==> src/rtl/cp0_pkg.sv <==
// Shared definitions for the coprocessor-0 block.
// Register indices, exception codes, Status/Cause field positions, the
// width of one saved Status field and the default exception vector.
package cp0_pkg;

    localparam logic [4:0] REG_COUNT   = 5'd9;
    localparam logic [4:0] REG_COMPARE = 5'd11;
    localparam logic [4:0] REG_STATUS  = 5'd12;
    localparam logic [4:0] REG_CAUSE   = 5'd13;
    localparam logic [4:0] REG_EPC     = 5'd14;

    typedef enum logic [4:0] {
        EXC_INT = 5'd0,
        EXC_SYS = 5'd8,
        EXC_BRK = 5'd9,
        EXC_OV  = 5'd12,
        EXC_TEQ = 5'd13
    } exc_code_e;

    // Status active field layout; one saved field has the same width.
    localparam int FIELD_W   = 5;
    localparam int ST_IE     = 0;
    localparam int ST_SYS_EN = 1;
    localparam int ST_BRK_EN = 2;
    localparam int ST_OV_EN  = 3;
    localparam int ST_TEQ_EN = 4;
    localparam int ST_IM_LSB = 24;

    // Cause layout.
    localparam int CA_IP_LSB = 8;

    localparam logic [31:0] DEFAULT_EXC_VECTOR = 32'h0040_0004;

    // Codes with a dedicated enable bit need it; any other code needs only IE.
    function automatic logic exc_enabled(input logic [4:0] active, input logic [4:0] code);
        case (code)
            EXC_SYS: return active[ST_SYS_EN];
            EXC_BRK: return active[ST_BRK_EN];
            EXC_OV:  return active[ST_OV_EN];
            EXC_TEQ: return active[ST_TEQ_EN];
            default: return 1'b1;
        endcase
    endfunction

endpackage

==> src/rtl/cp0_irq_sync.sv <==
// Multi-flop synchroniser for the asynchronous external interrupt lines.
// Ports:
//   clk, rst_n  - clock, asynchronous active-low reset
//   irq_i       - raw level interrupts (NUM_IRQ lines)
//   ip_hw_o     - synchronised levels as Cause.IP[6:2]; lines beyond NUM_IRQ read 0
module cp0_irq_sync #(
    parameter int NUM_IRQ     = 5,
    parameter int SYNC_STAGES = 2
) (
    input  logic               clk,
    input  logic               rst_n,
    input  logic [NUM_IRQ-1:0] irq_i,
    output logic [4:0]         ip_hw_o
);

    logic [SYNC_STAGES-1:0][NUM_IRQ-1:0] sync_q;

    always_ff @(posedge clk or negedge rst_n) begin
        if (!rst_n) begin
            sync_q <= '0;
        end else begin
            sync_q[0] <= irq_i;
            for (int s = 1; s < SYNC_STAGES; s++) begin
                sync_q[s] <= sync_q[s-1];
            end
        end
    end

    always_comb begin
        ip_hw_o = '0;
        ip_hw_o[NUM_IRQ-1:0] = sync_q[SYNC_STAGES-1];
    end

endmodule

==> src/rtl/cp0_nested_exc.sv <==
// Coprocessor 0 with nested exception support.
// Holds Status/Cause/EPC/Count/Compare, arbitrates synchronous exceptions,
// external and timer interrupts and eret, and issues a registered one-cycle
// redirect to the PC unit. Status keeps a stack of saved 5-bit fields and
// EPC is a LIFO whose top is the architectural EPC register.
// Ports:
//   clk, rst_n            - clock, asynchronous active-low reset
//   mtc0, addr, wdata     - register write; addr also selects rdata
//   eret                  - exception return
//   pc                    - PC saved on exception entry
//   exc_valid, exc_code   - synchronous exception request and its code
//   irq                   - asynchronous level interrupts
//   rdata, status         - combinational register read, current Status
//   redirect, redirect_pc - one-cycle PC redirect and its target
//   nest_level            - current exception depth
//   exc_overflow          - pulse when an exception is dropped at full depth
module cp0_nested_exc
    import cp0_pkg::*;
#(
    parameter int          NEST_DEPTH  = 3,
    parameter int          NUM_IRQ     = 5,
    parameter logic [31:0] EXC_VECTOR  = DEFAULT_EXC_VECTOR,
    parameter int          SYNC_STAGES = 2
) (
    input  logic                              clk,
    input  logic                              rst_n,
    input  logic                              mtc0,
    input  logic                              eret,
    input  logic [4:0]                        addr,
    input  logic [31:0]                       wdata,
    input  logic [31:0]                       pc,
    input  logic                              exc_valid,
    input  logic [4:0]                        exc_code,
    input  logic [NUM_IRQ-1:0]                irq,
    output logic [31:0]                       rdata,
    output logic [31:0]                       status,
    output logic                              redirect,
    output logic [31:0]                       redirect_pc,
    output logic [$clog2(NEST_DEPTH+1)-1:0]   nest_level,
    output logic                              exc_overflow
);

    localparam int             SW      = FIELD_W * NEST_DEPTH;
    localparam int             LVL_W   = $clog2(NEST_DEPTH + 1);
    localparam logic [LVL_W-1:0] LVL_MAX = LVL_W'(NEST_DEPTH);

    logic [31:0]                  status_q, status_d;
    logic [31:0]                  count_q, count_d;
    logic [31:0]                  compare_q, compare_d;
    logic [1:0]                   swip_q, swip_d;
    logic                         tip_q, tip_d;
    logic                         armed_q;
    logic [4:0]                   exccode_q, exccode_d;
    logic [NEST_DEPTH-1:0][31:0]  epc_q, epc_d;
    logic [31:0]                  gpr_q [32];
    logic                         gpr_we;
    logic [LVL_W-1:0]             level_q, level_d;
    logic                         redirect_q, redirect_d;
    logic [31:0]                  redirect_pc_q, redirect_pc_d;
    logic                         ovf_q, ovf_d;

    logic [4:0]  ip_hw;
    logic [7:0]  ip;
    logic        room, take_exc, take_int, do_eret, do_mtc0;

    cp0_irq_sync #(
        .NUM_IRQ     (NUM_IRQ),
        .SYNC_STAGES (SYNC_STAGES)
    ) u_irq_sync (
        .clk     (clk),
        .rst_n   (rst_n),
        .irq_i   (irq),
        .ip_hw_o (ip_hw)
    );

    assign ip   = {tip_q, ip_hw, swip_q};
    assign room = (level_q != LVL_MAX);

    // Fixed priority: sync exception > interrupt > eret > mtc0.
    assign take_exc = exc_valid && status_q[ST_IE] && room && exc_enabled(status_q[4:0], exc_code);
    assign take_int = !take_exc && status_q[ST_IE] && room && (|(ip & status_q[31:ST_IM_LSB]));
    assign do_eret  = eret && !take_exc && !take_int;
    assign do_mtc0  = mtc0 && !take_exc && !take_int && !eret;

    always_comb begin
        status_d      = status_q;
        count_d       = count_q + 32'd1;
        compare_d     = compare_q;
        swip_d        = swip_q;
        // armed_q masks the Count==Compare==0 coincidence on the first cycle out of reset.
        tip_d         = tip_q | (armed_q && (count_q == compare_q));
        exccode_d     = exccode_q;
        epc_d         = epc_q;
        level_d       = level_q;
        redirect_d    = 1'b0;
        redirect_pc_d = redirect_pc_q;
        ovf_d         = exc_valid && status_q[ST_IE] && !room;
        gpr_we        = 1'b0;

        if (take_exc || take_int) begin
            status_d[SW-1:0] = status_q[SW-1:0] << FIELD_W;
            exccode_d        = take_exc ? exc_code : EXC_INT;
            for (int i = NEST_DEPTH - 1; i > 0; i--) begin
                epc_d[i] = epc_q[i-1];
            end
            epc_d[0]      = pc;
            level_d       = level_q + LVL_W'(1);
            redirect_d    = 1'b1;
            redirect_pc_d = EXC_VECTOR;
        end else if (do_eret) begin
            status_d[SW-1:0] = status_q[SW-1:0] >> FIELD_W;
            redirect_d       = 1'b1;
            redirect_pc_d    = epc_q[0];
            // An empty stack keeps its EPC so repeated erets return to the same place.
            if (level_q != '0) begin
                for (int i = 0; i < NEST_DEPTH - 1; i++) begin
                    epc_d[i] = epc_q[i+1];
                end
                epc_d[NEST_DEPTH-1] = '0;
                level_d             = level_q - LVL_W'(1);
            end
        end else if (do_mtc0) begin
            case (addr)
                REG_COUNT:   count_d = wdata;
                REG_COMPARE: begin
                    compare_d = wdata;
                    tip_d     = 1'b0;
                end
                REG_STATUS:  status_d = wdata;
                REG_CAUSE:   swip_d = wdata[CA_IP_LSB +: 2];
                REG_EPC:     epc_d[0] = wdata;
                default:     gpr_we = 1'b1;
            endcase
        end
    end

    always_ff @(posedge clk or negedge rst_n) begin
        if (!rst_n) begin
            status_q      <= '0;
            count_q       <= '0;
            compare_q     <= '0;
            swip_q        <= '0;
            tip_q         <= 1'b0;
            armed_q       <= 1'b0;
            exccode_q     <= '0;
            epc_q         <= '0;
            level_q       <= '0;
            redirect_q    <= 1'b0;
            redirect_pc_q <= '0;
            ovf_q         <= 1'b0;
            for (int i = 0; i < 32; i++) begin
                gpr_q[i] <= '0;
            end
        end else begin
            status_q      <= status_d;
            count_q       <= count_d;
            compare_q     <= compare_d;
            swip_q        <= swip_d;
            tip_q         <= tip_d;
            armed_q       <= 1'b1;
            exccode_q     <= exccode_d;
            epc_q         <= epc_d;
            level_q       <= level_d;
            redirect_q    <= redirect_d;
            redirect_pc_q <= redirect_pc_d;
            ovf_q         <= ovf_d;
            if (gpr_we) begin
                gpr_q[addr] <= wdata;
            end
        end
    end

    always_comb begin
        case (addr)
            REG_COUNT:   rdata = count_q;
            REG_COMPARE: rdata = compare_q;
            REG_STATUS:  rdata = status_q;
            REG_CAUSE:   rdata = {16'h0, ip, 1'b0, exccode_q, 2'b00};
            REG_EPC:     rdata = epc_q[0];
            default:     rdata = gpr_q[addr];
        endcase
    end

    assign status       = status_q;
    assign redirect     = redirect_q;
    assign redirect_pc  = redirect_pc_q;
    assign nest_level   = level_q;
    assign exc_overflow = ovf_q;

endmodule

==> config.mk <==
export PLATFORM = sky130hd
export DESIGN_NAME = cp0_nested_exc
export DESIGN_NICKNAME = d
export VERILOG_FILES = /design/src/rtl/cp0_pkg.sv /design/src/rtl/cp0_irq_sync.sv /design/src/rtl/cp0_nested_exc.sv
export SDC_FILE = /design/constraint.sdc
export NUM_CORES = 2
export LEC_CHECK = 0
export CAP_MARGIN = 20
export CORE_MARGIN = 2
export CORE_UTILIZATION = 60
export CTS_CLUSTER_DIAMETER = 60
export DETAILED_ROUTE_END_ITERATION = 8
export HOLD_SLACK_MARGIN = 0.08
export PLACE_DENSITY = 0.78
export SYNTH_ARGS = -nofsm -noshare
export SYNTH_HDL_FRONTEND = slang
export SYNTH_SLANG_ARGS = --single-unit
export TNS_END_PERCENT = 1
==> constraint.sdc <==
create_clock -name clk -period 6.2 [get_ports clk]
set_input_delay 1.55 -clock clk [delete_from_list [all_inputs] [get_ports clk]]
set_output_delay 1.55 -clock clk [all_outputs]
set_load 0.02 [all_outputs]
### Word level (Yosys, flattened, before mapping)

Index checks and enable logic that the tools add are counted.
W data, S select, Z words.

* register bits after elaboration: 1271
* input bits: 84
* output and inout bits: 100
* word-level logic and storage cells: 142

* $add $sub $neg: 3
* magnitude comparators: 2
* equal/unequal tests: 12
* mux-type cells: 38
* bitwise gates (word level): 5
* reductions and logical operators: 33

Operator list (number)
* $bwmux W1024: 1
* $mux W32: 12
* $mux W96: 2
* $bmux W32 S5: 1
* $demux W32 S5: 1
* $pmux W32 S5: 1
* $mux W64: 1
* $mux W15: 4
* $eq A5 B4 Y1 const B: 9
* $add A32 B1 Y32 const B: 1
* $eq A32 B32 Y1: 1
* $logic_and A1 B1 Y1: 14
* $reduce_and A4 Y1: 3
* $mux W1: 10
* $reduce_bool A3 Y1: 3
* $and A8 B8 Y8: 1
* $reduce_or A8 Y1: 1
* $ge A6 B6 Y1 const B: 1
* $lt A6 B1 Y1 const B: 1
* $mux W2: 3
* $not A5 Y6: 1
* $reduce_bool A2 Y1: 3
* $mux W5: 1
* $reduce_or A5 Y1: 1
* other kinds (11): 16

### Logic depth before layout (Yosys ltp)

* depth in word-level cells: 13
* mapped depth: 9

### Cells and area by module

From an unflattened synthesis, not the netlist that was laid out.

* cell total of the unflattened synthesis: 4150
* area, all modules: 57436.3 sq um

By module, submodules not included
* cp0_nested_exc: instances 1, cells each 4135, area each 57148.6 sq um, seq. area each 31555.3 sq um
* cp0_irq_sync: instances 1, cells each 15, area each 287.8 sq um, seq. area each 250.2 sq um

### Worst setup path before layout

OpenSTA, ideal clock, no wires.

* kind: in2out
* from: input addr[1]
* to: output rdata[2]
* arrival time: 3686 ps
* data required time: 4650 ps
* slack: 964 ps
* cell stages on the path: 8
* buffers on the path: 3
* cells stage by stage: buf_2 and2_1 buf_2 nor3b_1 clkbuf_1 a22oi_1 and3_1 a211oi_1

* longest elaborated chain between the ends: 5
* elaborated cells on any way between the ends: 10

Ends and longest elaborated chain
* start, declared: line cp0_nested_exc.sv:29 `input logic [4:0] addr,`
* $not A5 Y6 (not written as such): line cp0_nested_exc.sv:180 `default: rdata = gpr_q[addr];`
* $bmux W32 S5: line cp0_nested_exc.sv:180
* $mux W32 (not written as such) (2 in series): line cp0_nested_exc.sv:180
* $pmux W32 S5 *: line cp0_nested_exc.sv:174 `case (addr)`
* end, declared: line cp0_nested_exc.sv:35 `output logic [31:0] rdata,`

Every way passes the cells marked *; elsewhere a longest branch is shown, timed or not. The select of a mux whose other input is x is not followed.

### Worst setup path in the final report

* from: input addr[0]
* to: output rdata[28]

The elaborated chain is that of the path after synthesis.

==> metrics.json <==
{
  "final-hold-violation-count": {"value": 0},
  "globalRouteTotalUtil": {"value": 0.316},
  "clock-root-buffer": {"value": "sky130_fd_sc_hd__clkbuf_16"},
  "postLayoutCoreUtil": {"value": 0.684},
  "cts.hold.buffers_added": {"value": 0},
  "clkSlewWorstSetupHoldPaths": {"value": 0.06, "unit": "ns"},
  "post_place_worst_slack": {"value": 0.242, "unit": "ns"},
  "final.period_utilization": {"value": 0.972},
  "grt_max_degree": {"value": 162},
  "p_per_area": {"value": 358, "unit": "mW/mm²"},
  "dp_hpwl": {"value": 96.2, "unit": "mm"},
  "post_route_wl": {"value": 152, "unit": "mm"},
  "setup_repair_after_global_routing_missed_its_margin": {"value": "false"},
  "start_util": {"value": 0.607},
  "share_clk_of_total_power": {"value": 0.340},
  "timing.final.crit_period": {"value": 6.03, "unit": "ns"},
  "numCtsBuffers": {"value": 121},
  "syn-num-nets": {"value": 4167},
  "min_to": {"value": "u_irq_sync.ip_hw_o[3]"},
  "post_cts.resized_instances": {"value": 0},
  "clkSinkCount": {"value": 1250},
  "grt_pass1_wl": {"value": 231, "unit": "mm"},
  "crit_type": {"value": "input port to output pin"},
  "p_int": {"value": 16.4, "unit": "mW"},
  "p_switching": {"value": 6.46, "unit": "mW"},
  "postSynthRegisterBits": {"value": 1250},
  "ys_warn_count": {"value": 0},
  "route.vias.total": {"value": 35400},
  "critical_path.endpoint_type": {"value": "output pin"},
  "critPathLaunchType": {"value": "input port"},
  "async_reset_ff_frac": {"value": 1.00},
  "critPathMaxFanout": {"value": 26},
  "placeableCoreArea": {"value": 0.0935, "unit": "mm²"},
  "io_buffers": {"value": 183},
  "synth.largest_area_cell": {"value": "sky130_fd_sc_hd__dfrtp_1"},
  "achievable-frequency": {"value": 166, "unit": "MHz"},
  "max-clock-path-buffers": {"value": 3},
  "timing.rr.start": {"value": "status[1]"},
  "hold_ws": {"value": 0.358, "unit": "ns"},
  "drt_pass1_iterations": {"value": 8},
  "mappedNetlistArea": {"value": 0.0567, "unit": "mm²"},
  "totalNegativeSetupSlack": {"value": 0, "unit": "ns"},
  "hold_path_depth": {"value": 0},
  "wire_per_inst": {"value": 28.0, "unit": "µm"},
  "power.switching_fraction": {"value": 0.283},
  "top_cells_by_count_synth": {"value": "1250 x sky130_fd_sc_hd__dfrtp_1, 858 x sky130_fd_sc_hd__mux2_2, 368 x sky130_fd_sc_hd__clkbuf_1, 259 x sky130_fd_sc_hd__nand2_1, 255 x sky130_fd_sc_hd__mux4_2"},
  "gr-total-overflow": {"value": 0},
  "fraction_of_power_consumed_by_sequential_logic": {"value": 0.468},
  "power.ir.vdd_worst": {"value": 0.227, "unit": "mV"},
  "die_area": {"value": 0.0970, "unit": "mm²"},
  "num-nets-final": {"value": 4130},
  "ys.flop_type": {"value": "sky130_fd_sc_hd__dfrtp_1"},
  "hold_path.class": {"value": "flop to flop"},
  "power.total": {"value": 22.9, "unit": "mW"},
  "worstReg2RegEnd": {"value": "compare_q[24]"},
  "areaGrowthSynthToFinish": {"value": 12.7, "unit": "%"},
  "hp-start": {"value": "u_irq_sync.sync_q[3]"},
  "insertion_delay": {"value": 0.71, "unit": "ns"},
  "worstMarginPinSlew": {"value": 1.11, "unit": "ns"},
  "report.final.slew_viol_count": {"value": 0},
  "detail_route.iter0.violations": {"value": 3494},
  "n_fill_cell": {"value": 6174},
  "die-height": {"value": 311, "unit": "µm"},
  "ys_seq_area_frac": {"value": 0.552},
  "cts.htree.levels": {"value": 3},
  "via_per_inst": {"value": 6.55},
  "worst_clock_skew": {"value": 0.0305, "unit": "ns"},
  "antenna_violations_before_repair": {"value": 1},
  "setup_viol": {"value": 0},
  "pin_count": {"value": 184},
  "drt_antenna_net_count": {"value": 0},
  "gp_congestion": {"value": 0.894},
  "worst_ep_arrival_time": {"value": 4.48, "unit": "ns"},
  "worstPathRequired": {"value": 4.65, "unit": "ns"},
  "status": {"value": "finished, final reports clean"},
  "maxCapViolations": {"value": 0},
  "power.static_leakage": {"value": 29.2, "unit": "nW"},
  "row_count": {"value": 112},
  "syn-mean-instance-area": {"value": 13.9, "unit": "µm²"},
  "postLayoutSetupSlackWorst": {"value": 0.174, "unit": "ns"},
  "r2r_setup_slack": {"value": 2.44, "unit": "ns"},
  "number_of_remaining_drc_errors": {"value": 0},
  "synth.area.top_cells": {"value": "sky130_fd_sc_hd__dfrtp_1 55%, sky130_fd_sc_hd__mux2_2 17%, sky130_fd_sc_hd__mux4_2 10%"},
  "tritoncts_clock_tree": {"value": "done"},
  "syn_inst": {"value": 4082},
  "synth_cell_types": {"value": 58},
  "cts.repair_timing.setup_buffer_count": {"value": 0},
  "relSlewSlack": {"value": 0.261},
  "post-synth-top-count-cell": {"value": "sky130_fd_sc_hd__dfrtp_1"},
  "number_of_flops_mapped_to_enable_cells_by_yosys": {"value": 0},
  "drive_above_1_share": {"value": 0.373},
  "pwr-share-comb": {"value": 0.192},
  "yosysTopAreaCellShare": {"value": 0.552},
  "worst_r2r_path_depth": {"value": 7},
  "first_global_vias": {"value": 36300},
  "die-width": {"value": 311, "unit": "µm"}
}
==> cell type report <==
type / count / area (µm²) / area share
clock inverter: 47 / 557 / 0.00871
timing repair buffer: 353 / 3590 / 0.0562
tap: 1254 / 1570 / 0.0245
antenna: 1 / 2.50 / 0.0000391
inverter: 12 / 45.0 / 0.000705
multi-input combinational: 2307 / 23200 / 0.362
clock buffer: 181 / 3710 / 0.0580
sequential: 1250 / 31300 / 0.489
==> power groups by stage <==
stage | combinational (mW) | clock (mW) | sequential [mW]
after floorplan | 2.84 | 0 | 10.6
after global placement | 4.18 | 0 | 10.7
after detailed placement | 4.34 | 0 | 10.8
after CTS | 4.36 | 7.85 | 10.7
after global routing | 4.72 | 8.20 | 10.9
final | 4.39 | 7.78 | 10.7
==> kinds of logic (layout without fill, tap and decap cells) <==
kind of cell	count (synthesis)	after routing	synth area share
xor+xnor	62	62	0.00958
mux	1288	1288	0.304
compound gates	417	417	0.0469
simple gates	538	538	0.0455
flops	1250	1250	0.552
buf+inv	525	593	0.0421
other cells	1	2	0.0000661
fa+ha+maj	1	1	0.000221
==> worst max-delay path: stages <==
cell and delay [ns]:
sky130_fd_sc_hd__buf_8 0.27, sky130_fd_sc_hd__buf_12 0.28, sky130_fd_sc_hd__mux4_2 0.53, sky130_fd_sc_hd__a22oi_1 0.21
sky130_fd_sc_hd__nand2_1 0.11, sky130_fd_sc_hd__a21oi_1 0.66, sky130_fd_sc_hd__a21oi_1 0.19, sky130_fd_sc_hd__clkdlybuf4s50_1 0.60
==> cell usage in the layout (no fill, tap or decap), types with 35 or more instances in the layout <==
master                            Yosys  layout
sky130_fd_sc_hd__nor2_1             135     134
sky130_fd_sc_hd__xnor2_1             51      51
sky130_fd_sc_hd__a22oi_1             86      86
sky130_fd_sc_hd__mux2_2             858     858
sky130_fd_sc_hd__nand2_1            259     259
sky130_fd_sc_hd__mux2_1              68      68
sky130_fd_sc_hd__clkbuf_8             0      35
sky130_fd_sc_hd__o21ai_0            114     114
sky130_fd_sc_hd__a31oi_1             44      43
sky130_fd_sc_hd__mux4_2             255     255
sky130_fd_sc_hd__buf_4               22     140
sky130_fd_sc_hd__clkbuf_16            0     128
sky130_fd_sc_hd__mux2i_1            107     107
sky130_fd_sc_hd__a21oi_1             94      94
sky130_fd_sc_hd__dfrtp_1           1250    1250
sky130_fd_sc_hd__clkdlybuf4s50_1      0     172
==> stage by stage <==
| step | cell area (µm²) | cells |
|---|---|---|
| after floorplan | 56700 | 4082 |
| after global placement | 59400 | 5164 |
| after detailed placement | 59400 | 5167 |
| after CTS | 63700 | 5395 |
| after global routing | 63900 | 5404 |
| final | 63900 | 5405 |
==> worst max-delay path by stage <==
stage / start / endpoint / slack [ns] / depth (start not counted)
after floorplan: addr[1] / rdata[2] / 0.96 / 8
after global placement: addr[0] / rdata[28] / 0.25 / 8
after detailed placement: addr[0] / rdata[14] / 0.24 / 8
after CTS: addr[0] / rdata[14] / 0.24 / 8
after global routing: addr[0] / rdata[11] / 0.07 / 8
final: addr[0] / rdata[28] / 0.17 / 8
==> layer usage <==
metal | wire [µm] | vias to the layer above | part of all wire | track usage
li1 | - | 14600 | - | -
met1 | 60600 | 18700 | 0.40 | 0.440
met2 | 70600 | 1647 | 0.47 | 0.488
met3 | 12900 | 439 | 0.085 | 0.0630
met4 | 7420 | 2 | 0.049 | 0.140
met5 | 14 | - | 0.000092 | 0
==> registers in the layout, summed over array words and instances (netlist names), 2 cells and up <==
name / cells
swip_q: 2
compare_q: 32
status: 32
redirect_pc: 32
u_irq_sync.sync_q: 5
count_q: 32
nest_level: 2
exccode_q: 5
gpr_q: 1003
epc_q: 96
u_irq_sync.ip_hw_o: 5
Power figures use the tool's default switching activity.
